**src/rtl/uart_pkg.sv**
```systemverilog
// -----------------------------------------------------------------------------
// uart_pkg
// Shared definitions for the UART byte transmitter and receiver.
//   - BAUD_* : baud_set codes (codes above BAUD_115200 also select 115200)
//   - OVERSAMPLE : oversample ticks per bit
//   - baud_div_term() : baud_set -> terminal count (DIV-1) of the tick divider
//   - majority3() : 2-of-3 vote used for the bit decision
//   - rx_state_e : receiver FSM state encoding
// -----------------------------------------------------------------------------
package uart_pkg;

    localparam int unsigned OVERSAMPLE = 16;

    // The divider is wider than 50 MHz needs, so a faster CLK_FREQ still fits.
    localparam int unsigned DIV_W = 16;

    localparam logic [2:0] BAUD_9600   = 3'd0;
    localparam logic [2:0] BAUD_19200  = 3'd1;
    localparam logic [2:0] BAUD_38400  = 3'd2;
    localparam logic [2:0] BAUD_57600  = 3'd3;
    localparam logic [2:0] BAUD_115200 = 3'd4;

    // Last tick of a frame: slot 9 (stop), phase 8.
    localparam logic [7:0] TICK_LAST = 8'd152;

    typedef enum logic [1:0] {
        ST_IDLE = 2'd0,
        ST_RECV = 2'd1,
        ST_DONE = 2'd2
    } rx_state_e;

    // Truncating division gives 324/161/80/53/26 at 50 MHz.
    function automatic logic [DIV_W-1:0] baud_div_term(input logic [2:0] baud_set,
                                                       input int unsigned clk_freq);
        int unsigned rate;
        case (baud_set)
            BAUD_9600:  rate = 9600;
            BAUD_19200: rate = 19200;
            BAUD_38400: rate = 38400;
            BAUD_57600: rate = 57600;
            default:    rate = 115200;
        endcase
        return DIV_W'(clk_freq / (OVERSAMPLE * rate) - 1);
    endfunction

    function automatic logic majority3(input logic a, input logic b, input logic c);
        return (a & b) | (a & c) | (b & c);
    endfunction

endpackage

```
**src/rtl/uart_rx_sync.sv**
```systemverilog
// -----------------------------------------------------------------------------
// uart_rx_sync
// Brings the asynchronous RX pin into the clk domain and flags start bits.
//   clk        : system clock
//   reset_n    : asynchronous active-low reset; all flops reset to idle (1)
//   rx_async   : raw serial line, idle high
//   rx_sync    : line level after the 2-FF synchronizer
//   start_det  : 1 when the synchronized line is 0 and was 1 one clock earlier
// -----------------------------------------------------------------------------
module uart_rx_sync (
    input  logic clk,
    input  logic reset_n,
    input  logic rx_async,
    output logic rx_sync,
    output logic start_det
);

    logic meta_q, meta_d;
    logic sync_q, sync_d;
    logic prev_q, prev_d;

    always_comb begin
        meta_d = rx_async;
        sync_d = meta_q;
        prev_d = sync_q;
    end

    // Resetting to the idle level means a line held low through reset is not
    // mistaken for a start bit; it must rise and fall again first.
    always_ff @(posedge clk or negedge reset_n) begin
        if (!reset_n) begin
            meta_q <= 1'b1;
            sync_q <= 1'b1;
            prev_q <= 1'b1;
        end else begin
            // NOTE: non-blocking assignments make all three stages sample their
            // inputs before any of them update, so this is a true shift chain.
            meta_q <= meta_d;
            sync_q <= sync_d;
            prev_q <= prev_d;
        end
    end

    assign rx_sync   = sync_q;
    assign start_det = prev_q & ~sync_q;

endmodule

```
**src/rtl/uart_byte_rx.sv**
```systemverilog
// -----------------------------------------------------------------------------
// uart_byte_rx
// 8N1 serial byte receiver, LSB first, 16x oversampling with a 3-sample
// majority vote per bit.
//   clk         : system clock (CLK_FREQ Hz)
//   reset_n     : asynchronous active-low reset
//   baud_set    : rate select, latched at each start bit
//   uart_rx     : serial line, asynchronous, idle high
//   data_byte   : last correctly framed byte
//   rx_done     : one-cycle pulse, data_byte valid in the same cycle
//   frame_error : one-cycle pulse when the stop bit is read as 0
//   uart_state  : high while a frame is being received
// -----------------------------------------------------------------------------
module uart_byte_rx
    import uart_pkg::*;
#(
    parameter int unsigned CLK_FREQ = 50_000_000
) (
    input  logic       clk,
    input  logic       reset_n,
    input  logic [2:0] baud_set,
    input  logic       uart_rx,
    output logic [7:0] data_byte,
    output logic       rx_done,
    output logic       frame_error,
    output logic       uart_state
);

    logic rx_sync;
    logic start_det;

    uart_rx_sync u_sync (
        .clk       (clk),
        .reset_n   (reset_n),
        .rx_async  (uart_rx),
        .rx_sync   (rx_sync),
        .start_det (start_det)
    );

    rx_state_e        state_q,       state_d;
    logic [2:0]       baud_q,        baud_d;
    logic [DIV_W-1:0] div_cnt_q,     div_cnt_d;
    logic [7:0]       tick_cnt_q,    tick_cnt_d;
    logic [1:0]       samp_q,        samp_d;
    logic [7:0]       shift_q,       shift_d;
    logic [7:0]       data_byte_q,   data_byte_d;
    logic             rx_done_q,     rx_done_d;
    logic             frame_error_q, frame_error_d;
    logic             uart_state_q,  uart_state_d;

    logic [DIV_W-1:0] div_term;
    logic             tick;
    logic [3:0]       slot;
    logic [3:0]       phase;
    logic             vote;

    // The divider follows the rate latched at start, not the live input.
    assign div_term = baud_div_term(baud_q, CLK_FREQ);
    assign tick     = (state_q == ST_RECV) && (div_cnt_q == div_term);

    // tick_cnt = 16*slot + phase; slot 0 = start, 1..8 = d0..d7, 9 = stop.
    assign slot  = tick_cnt_q[7:4];
    assign phase = tick_cnt_q[3:0];

    always_comb begin
        // NOTE: every always_comb target gets a default before any branch so
        // that paths which do not assign it cannot infer a latch.
        state_d       = state_q;
        baud_d        = baud_q;
        div_cnt_d     = div_cnt_q;
        tick_cnt_d    = tick_cnt_q;
        samp_d        = samp_q;
        shift_d       = shift_q;
        data_byte_d   = data_byte_q;
        rx_done_d     = 1'b0;
        frame_error_d = 1'b0;
        uart_state_d  = uart_state_q;
        vote          = 1'b0;

        case (state_q)
            ST_IDLE: begin
                div_cnt_d  = '0;
                tick_cnt_d = '0;
                if (start_det) begin
                    state_d      = ST_RECV;
                    baud_d       = baud_set;
                    uart_state_d = 1'b1;
                end
            end

            ST_RECV: begin
                if (!tick) begin
                    div_cnt_d = div_cnt_q + DIV_W'(1);
                end else begin
                    div_cnt_d  = '0;
                    tick_cnt_d = tick_cnt_q + 8'd1;
                    case (phase)
                        4'd6: samp_d[0] = rx_sync;
                        4'd7: samp_d[1] = rx_sync;
                        4'd8: begin
                            vote = majority3(samp_q[0], samp_q[1], rx_sync);
                            if (slot == 4'd0) begin
                                // A start bit that is not low at mid-bit was a glitch.
                                if (vote) begin
                                    state_d      = ST_IDLE;
                                    uart_state_d = 1'b0;
                                end
                            end else if (tick_cnt_q == TICK_LAST) begin
                                // Finishing at mid-stop-bit leaves half a bit to
                                // re-arm, so a back-to-back start bit is caught.
                                state_d      = ST_DONE;
                                uart_state_d = 1'b0;
                                if (vote) begin
                                    data_byte_d = shift_q;
                                    rx_done_d   = 1'b1;
                                end else begin
                                    frame_error_d = 1'b1;
                                end
                            end else begin
                                // LSB arrives first, so it ends up in bit 0.
                                shift_d = {vote, shift_q[7:1]};
                            end
                        end
                        default: ;
                    endcase
                end
            end

            ST_DONE: begin
                // The pulse outputs are visible during this cycle.
                state_d    = ST_IDLE;
                div_cnt_d  = '0;
                tick_cnt_d = '0;
            end

            default: begin
                state_d      = ST_IDLE;
                uart_state_d = 1'b0;
            end
        endcase
    end

    always_ff @(posedge clk or negedge reset_n) begin
        if (!reset_n) begin
            state_q       <= ST_IDLE;
            baud_q        <= '0;
            div_cnt_q     <= '0;
            tick_cnt_q    <= '0;
            samp_q        <= '0;
            shift_q       <= '0;
            data_byte_q   <= '0;
            rx_done_q     <= 1'b0;
            frame_error_q <= 1'b0;
            uart_state_q  <= 1'b0;
        end else begin
            state_q       <= state_d;
            baud_q        <= baud_d;
            div_cnt_q     <= div_cnt_d;
            tick_cnt_q    <= tick_cnt_d;
            samp_q        <= samp_d;
            shift_q       <= shift_d;
            data_byte_q   <= data_byte_d;
            rx_done_q     <= rx_done_d;
            frame_error_q <= frame_error_d;
            uart_state_q  <= uart_state_d;
        end
    end

    assign data_byte   = data_byte_q;
    assign rx_done     = rx_done_q;
    assign frame_error = frame_error_q;
    assign uart_state  = uart_state_q;

endmodule

```
**config.mk**
```make
export PLATFORM = sky130hd
export DESIGN_NAME = uart_byte_rx
export DESIGN_NICKNAME = d
export VERILOG_FILES = /design/src/rtl/uart_pkg.sv /design/src/rtl/uart_rx_sync.sv /design/src/rtl/uart_byte_rx.sv
export SDC_FILE = /design/constraint.sdc
export NUM_CORES = 1
export LEC_CHECK = 0
export CAP_MARGIN = 20
export CORE_ASPECT_RATIO = 2
export CORE_MARGIN = 2
export CORE_UTILIZATION = 63
export DETAILED_ROUTE_END_ITERATION = 16
export GPL_TIMING_DRIVEN = 0
export HOLD_SLACK_MARGIN = 0.12
export PLACE_DENSITY = 0.81
export SLEW_MARGIN = 20
export SYNTH_ARGS = -nofsm -noshare
export SYNTH_HDL_FRONTEND = slang
export SYNTH_SLANG_ARGS = --single-unit
```
**constraint.sdc**
```tcl
create_clock -name clk -period 46.2 [get_ports clk]
set_input_delay 11.55 -clock clk [delete_from_list [all_inputs] [get_ports clk]]
set_output_delay 11.55 -clock clk [all_outputs]
set_load 0.05 [all_outputs]
```
==> results of run 1 <==
stage by stage:
stage	cells	cell area, µm²	hold slack [ns]	worst slack (ns)
global placement	1685	11300	0.349	8.67
floorplan	1459	10900	0.345	14.40
global route	1695	11500	0.363	3.95
finish	1695	11500	0.364	6.82
CTS	1695	11500	0.367	7.66
detailed placement	1687	11400	0.351	7.84
worst max path at each step:
stage / start / end / slack, ns / cells after the start
2_1_floorplan: baud_q[0] / data_byte[0] / 14.40 / 168
3_3_place_gp: baud_q[2] / data_byte[4] / 8.67 / 165
3_5_place_dp: baud_q[0] / data_byte[6] / 7.84 / 165
4_1_cts: baud_q[0] / data_byte[0] / 7.66 / 165
5_1_grt: baud_q[0] / data_byte[0] / 3.95 / 166
6_report: baud_q[2] / data_byte[0] / 6.82 / 164
cell type report:
type	instances	area [µm²]	area share, %
plain buffers	57	265	2.30
clock buffers	6	129	1.12
clock inverters	2	38.8	0.337
inverters	53	199	1.73
multi-input cells	1296	9110	79.1
flip-flops and latches	53	1330	11.5
well taps	210	263	2.28
repair buffers	18	186	1.62
synth_stat cells, types with 13 or more instances:
master / n / area [µm²]
ha_1: 103 / 1290
mux2_2: 19 / 214
o21a_1: 34 / 255
nand2_1: 132 / 495
clkbuf_1: 34 / 128
o21ai_0: 94 / 470
xor2_1: 18 / 158
inv_1: 48 / 180
nand2b_1: 35 / 219
a31oi_1: 22 / 138
o31ai_1: 30 / 225
and2_1: 21 / 131
nor3_1: 45 / 225
dfrtp_1: 50 / 1250
nand3_1: 50 / 250
a211oi_1: 22 / 165
nor2_1: 114 / 428
and3_1: 15 / 93.8
nor2b_1: 14 / 87.6
or2_2: 18 / 113
a21oi_1: 95 / 475
o211ai_1: 13 / 97.6
or3_1: 21 / 131
xnor2_1: 48 / 420
mux2_1: 15 / 169
mux2i_1: 21 / 210
a21o_1: 42 / 315
a211o_1: 15 / 131
state kept, by name, summed over array words and instances, names as in the netlist, 2 cells and up:
| signal | flops |
|---|---|
| data_byte | 8 |
| shift_q | 8 |
| samp_q | 2 |
| baud_q | 3 |
| state_q | 2 |
| div_cnt_q | 16 |
| tick_cnt_q | 8 |
cells by family after synthesis:
logic type / Yosys count / share of synthesized area, %
xor gates and xnor gates: 67 / 5.46
adders and majority gates: 104 / 11.9
DFF: 53 / 12.2
muxes: 59 / 5.98
other: 2 / 0.0690
and+or+nand+nor: 544 / 25.9
buffers and inverters: 110 / 4.26
AOI/OAI and AO/OA: 515 / 34.2
routing by layer:
metal  up-vias  wire (µm)  global-route usage, %
li1       5613          -                      -
met1      5495      13500                   42.9
met2       512      15900                   59.9
met3       121       1910                   3.05
met4         0       1590                   18.5
met5         -          0                      0
==> results.md, run 1 <==
* Startpoint types: flip-flop
* WP data required at 46.37 ns
* Die area at roughly 18000 µm²
* Number of synthesized flops with an enable pin at 0
* HP Start: u_sync.meta_q
* Vias in the first global route at 11400
* Slowest cell delay on critical path at 0.80 ns
* Worst slew pin tran at roughly 1.1 ns
* Final ANT Viol Nets at 0
* Residual DRC at 0
* Main synth FF type: dfrtp_1
* P&R area growth vs syn at 5.95%
* Worst EP arrival at 39.55 ns
* # resized after CTS at 0
* Clk root buf: clkbuf_16
* First-pass GRT wire length at between 50 and 60 mm
* DR WL/cell at 19.4 µm
* Async SR Flop Fraction at 100%
* Ports at 17
* Final #Nets at 1593
* Ant. Diodes at 0
* Core area at 17100 µm²
* CP Class: reg -> reg
* Rel. slew slack at between 20 and 30%
* Post-CTS Setup Bufs at 0
* Hold Violations, Final at 0
* WL final at 32.8 mm
* H-tree depth at 2
* Final core utilization at between 60% and 70%
* Count of buffers from port buffering at 16
* Die H at 190 µm
* Setup TNS at 0 ns
* Final setup vio count at 0
* CTS Sinks at 53
* Commonest non-fill, non-tap cell in the layout: nand2_1
* Synthesized flop and latch total at 53
* Layout filler cell count at 1485
* Tcrit/Tclk final at a little under nine tenths
* Layout cells sized above 1 at ~8.6%
* Worst R2R End: data_byte[0]
* Clock transition at path regs at around 0.070 ns
* Initial Util at 63.6%
* Critical path's top delay family: compound AO/OA/AOI/OAI gates
* Worst Hold Class: reg -> reg
* Max stage delay cell, worst path: clkbuf_1
* Total of max-cap violations at 0
* Depth of the worst register-to-register path at 164
* Maximum clock path buffer count at 2
* Minimum clock period at 39.38 ns
* HPWL after DPL at 25.4 mm
* CTS tree: built
* CTS Buf Count at 5
* Max FO, Critical Path at 17
* Routability cong. at approximately 0.92
* Initial DRC Count at roughly 830
* FP Rows at 68
* Synth cell types at between 100 and 150
* Final Slew Violations at 0
* Mapped Area at 10900 µm²
* R2r startpoint: baud_q[2]
* Most used cell, CP: a21oi_1
* Reg2reg setup slack at 6.82 ns
* Worst-Skew Late Latency at roughly 0.3 ns
* Initial antenna violation count at 0
* Synth Area per Inst at 7.48 µm²
* Fmax at ~25 MHz
* Critical path endpoint category: flip-flop
* First-pass DRT Iterations at 5
* Routed vias/inst at between 6 and 7
* Yosys warning count at 0
* Post-CTS Hold Fix Bufs at 0
* Hold Path Sink: u_sync.rx_sync
* RSZ-0062 raised after global routing: no
* CP bufs+invs at 17
* Clk_skew at ~0.0083 ns
* Synth Instances at about 1500
* Largest net degree at the start of global routing at 36
* Die X at 96.9 µm
* Worst hold path cell count at 0
* Status: finished clean
* Total track usage at 34.8%
* Post-synthesis sequential area ratio at 12.2%
* Most frequent cells in the layout: 132 x nand2_1, 114 x nor2_1, 103 x ha_1, 95 x a21oi_1, 93 x o21ai_0
* DR vias at 11700
* Remaining global-route overflow at 0
Power of run 1 is not shown: default switching activity piles up to over one toggle a cycle in this logic, so the estimate is an artifact.
==> inputs of run 2 (changes only) <==
--- a/config.mk
+++ b/config.mk
@@ -12,8 +12,7 @@
 export DETAILED_ROUTE_END_ITERATION = 16
 export GPL_TIMING_DRIVEN = 0
 export HOLD_SLACK_MARGIN = 0.12
-export PLACE_DENSITY = 0.81
-export SLEW_MARGIN = 20
+export PLACE_DENSITY = 0.8
 export SYNTH_ARGS = -nofsm -noshare
 export SYNTH_HDL_FRONTEND = slang
 export SYNTH_SLANG_ARGS = --single-unit
==> results.md, run 2 (synthesis results as in run 1) <==
* Worst-Skew Late Latency at 0.30 ns (about the same)
* Grt met2 use at 58.8% (was 59.9%)
* Critical path endpoint category: flip-flop (unchanged)
* Reg2reg setup slack at 6.78 ns (was 6.82 ns)
* DR vias at 11700 (about the same)
* Max reg flops at 16 (unchanged)
* Rel. slew slack at 27.0% (was 27.6%)
* Post-CTS Setup Bufs at 0 (unchanged)
* Final #Nets at 1595 (was 1593)
* Die area at 18400 µm² (unchanged)
* Worst R2R End: data_byte[6] (was data_byte[0])
* P&R area growth vs syn at 6.05% (was 5.95%)
* DR WL/cell at 18.6 µm (was 19.4 µm)
* Layout cells sized above 1 at 8.54% (was 8.55%)
* Count of buffers from port buffering at 16 (unchanged)
* Final Slew Violations at 0 (unchanged)
* Final setup vio count at 0 (unchanged)
* CTS Sinks at 53 (unchanged)
* Grt met1 use at 41.2% (was 42.9%)
* Initial Util at 63.6% (unchanged)
* Largest net degree at the start of global routing at 38 (was 36)
* First-pass GRT wire length at 52.3 mm (was 54.8 mm)
* Total track usage at 33.2% (was 34.8%)
* Minimum clock period at 39.42 ns (was 39.38 ns)
* Setup crit start: baud_q[0] (was baud_q[2])
* DP Area at 11400 µm² (unchanged)
* Tcrit/Tclk final at 85.3% (was 85.2%)
* Final ANT Viol Nets at 0 (unchanged)
* Worst EP arrival at 39.60 ns (was 39.55 ns)
* Design area at 11500 µm² (about the same)
* Clock transition at path regs at 0.07 ns (about the same)
* R2r startpoint: baud_q[0] (was baud_q[2])
* HPWL after DPL at 24.5 mm (was 25.4 mm)
* Worst slew pin tran at 1.10 ns (was 1.09 ns)
* FP Rows at 68 (unchanged)
* CP Class: reg -> reg (unchanged)
* Post-CTS Hold Fix Bufs at 0 (unchanged)
* Residual DRC at 0 (unchanged)
* # resized after CTS at 0 (unchanged)
* Largest Register: div_cnt_q (unchanged)
* Startpoint types: flip-flop (unchanged)
* Worst Hold Class: reg -> reg (unchanged)
* CP Capture Point: data_byte[6] (was data_byte[0])
* Core area at 17100 µm² (unchanged)
* HP Start: u_sync.meta_q (unchanged)
* Die X at 96.9 µm (unchanged)
* Die H at 190 µm (unchanged)
* Met3 Usage GRT at 2.53% (was 3.05%)
* Initial antenna violation count at 0 (unchanged)
* Max FO, Critical Path at 17 (unchanged)
* Hold Slack at 0.350 ns (was 0.364 ns)
* Setup TNS at 0 ns (unchanged)
* Status: finished clean (unchanged)
* Commonest non-fill, non-tap cell in the layout: nand2_1 (unchanged)
* Most utilized layer in the global route result: met2 (unchanged)
* RSZ-0062 raised after global routing: no (unchanged)
* Depth of the worst register-to-register path at 166 (was 164)
* Slowest cell delay on critical path at 0.81 ns (was 0.80 ns)
* Ports at 17 (unchanged)
* CTS tree: built (unchanged)
* WL final at 31.6 mm (was 32.8 mm)
* Clk root buf: clkbuf_16 (unchanged)
* Fmax at 25.4 MHz (about the same)
* Clk_skew at 0.00999 ns (was 0.00831 ns)
* Vias in the first global route at 11000 (was 11400)
* Hold Violations, Final at 0 (unchanged)
* First-pass DRT Iterations at 5 (unchanged)
* Remaining global-route overflow at 0 (unchanged)
* WP data required at 46.37 ns (about the same)
* Ant. Diodes at 0 (unchanged)
* Routability cong. at 0.965 (was 0.921)
* Pre-CTS setup slack at 7.91 ns (was 7.84 ns)
* H-tree depth at 2 (unchanged)
* Routed vias/inst at 6.91 (was 6.93)
* Most frequent cells in the layout: 132 x nand2_1, 114 x nor2_1, 103 x ha_1, 95 x a21oi_1, 93 x o21ai_0 (unchanged)
* Max stage delay cell, worst path: clkbuf_1 (unchanged)
* CTS Buf Count at 5 (unchanged)
* Final WS setup at 6.78 ns (was 6.82 ns)
* Maximum clock path buffer count at 2 (unchanged)
* Initial DRC Count at 862 (was 832)
* Total of max-cap violations at 0 (unchanged)
==> run 2: final cells by class <==
type,count,area [µm²]
Multi-Input combinational cell,1296,9100
Fill cell,1462,5560
Sequential cell,53,1330
Buffer,57,264
Tap cell,210,263
Timing Repair Buffer,20,203
Inverter,53,199
Clock buffer,5,125
Clock inverter,3,48.8
==> run 2: through the flow <==
step / util [%] / std cells
2_1_floorplan: - / 1459
3_3_place_gp: 66.2 / 1685
3_5_place_dp: 66.4 / 1688
4_1_cts: 67.4 / 1696
5_1_grt: 67.5 / 1697
6_report: 67.5 / 1697
==> run 2: worst max-delay path: cells and delay by family, from the launching register on <==
family,cells,cell delay [ns]
compound gates,77,17.72
fa+ha+maj,14,4.98
buf+inv,20,5.56
flops,1,0.38
mux,5,1.90
simple gates,50,8.68
==> run 2: how the worst min path moves through the flow <==
stage / cells past startpoint / to / slack (ns)
2_1_floorplan: 0 / u_sync.rx_sync / 0.35
3_3_place_gp: 0 / u_sync.rx_sync / 0.35
3_5_place_dp: 0 / u_sync.rx_sync / 0.35
4_1_cts: 0 / u_sync.rx_sync / 0.35
5_1_grt: 0 / u_sync.rx_sync / 0.36
6_report: 0 / u_sync.rx_sync / 0.35
==> run 2: metal layers <==
| metal | vias up | share of wire, % |
|---|---|---|
| met5 | - | 0 |
| met4 | 0 | 3.8 |
| met3 | 102 | 5.3 |
| met2 | 498 | 49 |
| met1 | 5503 | 42 |
| li1 | 5619 | - |
Power of run 2 is left out for the same reason.
==> inputs of run 3 (changes only) <==
--- a/config.mk
+++ b/config.mk
@@ -7,7 +7,6 @@
 export LEC_CHECK = 0
 export CAP_MARGIN = 20
 export CORE_ASPECT_RATIO = 2
-export CORE_MARGIN = 2
 export CORE_UTILIZATION = 63
 export DETAILED_ROUTE_END_ITERATION = 16
 export GPL_TIMING_DRIVEN = 0
==> results.md, run 3 (synthesis results as in run 1) <==
* Status: finished clean (unchanged)
* Tcrit/Tclk final at 88.5% (was 85.3%)
* Startpoint types: flip-flop (unchanged)
* Depth of the worst register-to-register path at 159 (was 166)
* Remaining global-route overflow at 0 (unchanged)
* CTS Buf Count at 5 (unchanged)
* Met2 wire len at 18.9 mm (was 15.5 mm)
* Ant. Diodes at 0 (unchanged)
* Die H at 188 µm (was 190 µm)
* Residual DRC at 0 (unchanged)
* Routed vias/inst at 7.13 (was 6.91)
* Final #Nets at 1595 (unchanged)
* Post-CTS Setup Bufs at 0 (unchanged)
* CP Class: reg -> reg (unchanged)
* Initial DRC Count at 601 (was 862)
* Clk_skew at 0.00820 ns (was 0.00999 ns)
* H-tree depth at 2 (unchanged)
* RSZ-0062 raised after global routing: no (unchanged)
* Final Slew Violations at 0 (unchanged)
* Final ANT Viol Nets at 0 (unchanged)
* Commonest non-fill, non-tap cell in the layout: nand2_1 (unchanged)
* Worst hold path cell count at 0 (unchanged)
* Top layer in use: met4 (unchanged)
* Most frequent cells in the layout: 132 x nand2_1, 114 x nor2_1, 103 x ha_1, 95 x a21oi_1, 93 x o21ai_0 (unchanged)
* Metal3 WL at 2.07 mm (was 1.69 mm)
* DP Area at 11400 µm² (about the same)
* First-pass GRT wire length at 59.2 mm (was 52.3 mm)
* DR vias at 12100 (was 11700)
* Metal1 wirelength at 11.9 mm (was 13.2 mm)
* Fmax at 24.4 MHz (was 25.4 MHz)
* Worst-Skew Late Latency at 0.30 ns (about the same)
* Max stage delay cell, worst path: a2111oi_4 (was clkbuf_1)
* Initial Util at 64.6% (was 63.6%)
* Ports at 17 (unchanged)
* Final setup vio count at 0 (unchanged)
* Max FO, Critical Path at 17 (unchanged)
* Hold Violations, Final at 0 (unchanged)
* HP Start: u_sync.meta_q (unchanged)
* WP data required at 46.39 ns (was 46.37 ns)
* Worst slew pin tran at 1.00 ns (was 1.10 ns)
* Max reg flops at 16 (unchanged)
* Slowest cell delay on critical path at 0.85 ns (was 0.81 ns)
* Worst Hold Class: reg -> reg (unchanged)
* Layout filler cell count at 1523 (was 1462)
* Post-CTS Hold Fix Bufs at 0 (unchanged)
* Count of buffers from port buffering at 16 (unchanged)
* Multi-input logic area at 9100 µm² (unchanged)
* CTS Sinks at 53 (unchanged)
* CTS tree: built (unchanged)
* Total track usage at 42.4% (was 33.2%)
* Core area at 16800 µm² (was 17100 µm²)
* # resized after CTS at 0 (unchanged)
* Clk root buf: clkbuf_16 (unchanged)
* Setup TNS at 0 ns (unchanged)
* P&R area growth vs syn at 5.93% (was 6.05%)
* HPWL after DPL at 28.3 mm (was 24.5 mm)
* WL final at 36.6 mm (was 31.6 mm)
* Critical path endpoint category: flip-flop (unchanged)
* R2r startpoint: baud_q[2] (was baud_q[0])
* Vias in the first global route at 12400 (was 11000)
* Initial antenna violation count at 0 (unchanged)
* CP bufs+invs at 17 (was 20)
* First-pass DRT Iterations at 8 (was 5)
* FP Rows at 67 (was 68)
* Routability cong. at 0.999 (was 0.965)
* Rel. slew slack at 33.2% (was 27.0%)
* Worst EP arrival at 41.09 ns (was 39.60 ns)
* Largest net degree at the start of global routing at 40 (was 38)
* Reg2reg setup slack at 5.30 ns (was 6.78 ns)
* Total of max-cap violations at 0 (unchanged)
* Clock transition at path regs at 0.07 ns (about the same)
* Most used cell, CP: a21oi_1
* Design area at 11500 µm² (about the same)
* Minimum clock period at 40.90 ns (was 39.42 ns)
* DR WL/cell at 21.6 µm (was 18.6 µm)
* Maximum clock path buffer count at 2 (unchanged)
* Die X at 94.9 µm (was 96.9 µm)
* Critical path's top delay family: compound AO/OA/AOI/OAI gates (unchanged)
* Hold Path Sink: u_sync.rx_sync (unchanged)
* Largest Register: div_cnt_q (unchanged)
* Layout cells sized above 1 at 8.54% (unchanged)
* FF+latch area at 1330 µm² (unchanged)
* Worst R2R End: data_byte[2] (was data_byte[6])
* Die area at 17800 µm² (was 18400 µm²)
run 3: cell count changes in the layout (fill, tap and decap cells not counted):
cell,delta
clkdlybuf4s18_2,+1
clkbuf_2,-1
bufinv_16,-1
clkbuf_8,+1
inv_8,-1
buf_4,-1
clkinvlp_4,-1
inv_6,+1
clkinv_4,+1
buf_6,+1
run 3: worst max path at each step:
stage              start      endpoint  slack [ns]  cells past startpoint
3_5_place_dp   baud_q[0]  data_byte[3]        6.73                    164
2_1_floorplan  baud_q[0]  data_byte[0]       14.40                    168
3_3_place_gp   baud_q[0]  data_byte[3]        7.21                    163
5_1_grt        baud_q[2]  data_byte[7]        2.74                    163
4_1_cts        baud_q[0]  data_byte[7]        6.61                    164
6_report       baud_q[2]  data_byte[2]        5.30                    159
run 3: layer usage:
metal	track usage [%]	up-vias
li1	-	5601
met1	37.4	5671
met2	74.2	545
met3	9.94	264
met4	41.9	0
met5	0	-
run 3: worst register-to-register path: cells and delay by family (launching register included):
kind                       cells  cell delay [ns]
adders and majority gates     14             4.79
muxes                          5             2.22
buffers and inverters         17             5.74
DFF                            1             0.50
AOI/OAI and AO/OA             74            17.85
and+or+nand+nor               49             9.71
run 3: per-stage QoR:
step | setup WS [ns] | hold WS [ns] | instances | util [%]
floorplan | 14.40 | 0.345 | 1459 | -
global placement | 7.21 | 0.347 | 1682 | 67.2
detailed placement | 6.73 | 0.351 | 1686 | 67.5
CTS | 6.61 | 0.362 | 1694 | 68.4
global route | 2.74 | 0.367 | 1694 | 68.4
finish | 5.30 | 0.368 | 1694 | 68.4
run 3: area by class of cell:
type / instances / share of cell area [%]
multi-input combinational: 1296 / 79.0
sequential: 53 / 11.5
buffer: 57 / 2.29
tap: 207 / 2.25
timing repair buffer: 20 / 1.83
inverter: 53 / 1.73
clock buffer: 6 / 1.21
clock inverter: 2 / 0.152
Power of run 3 is left out for the same reason.
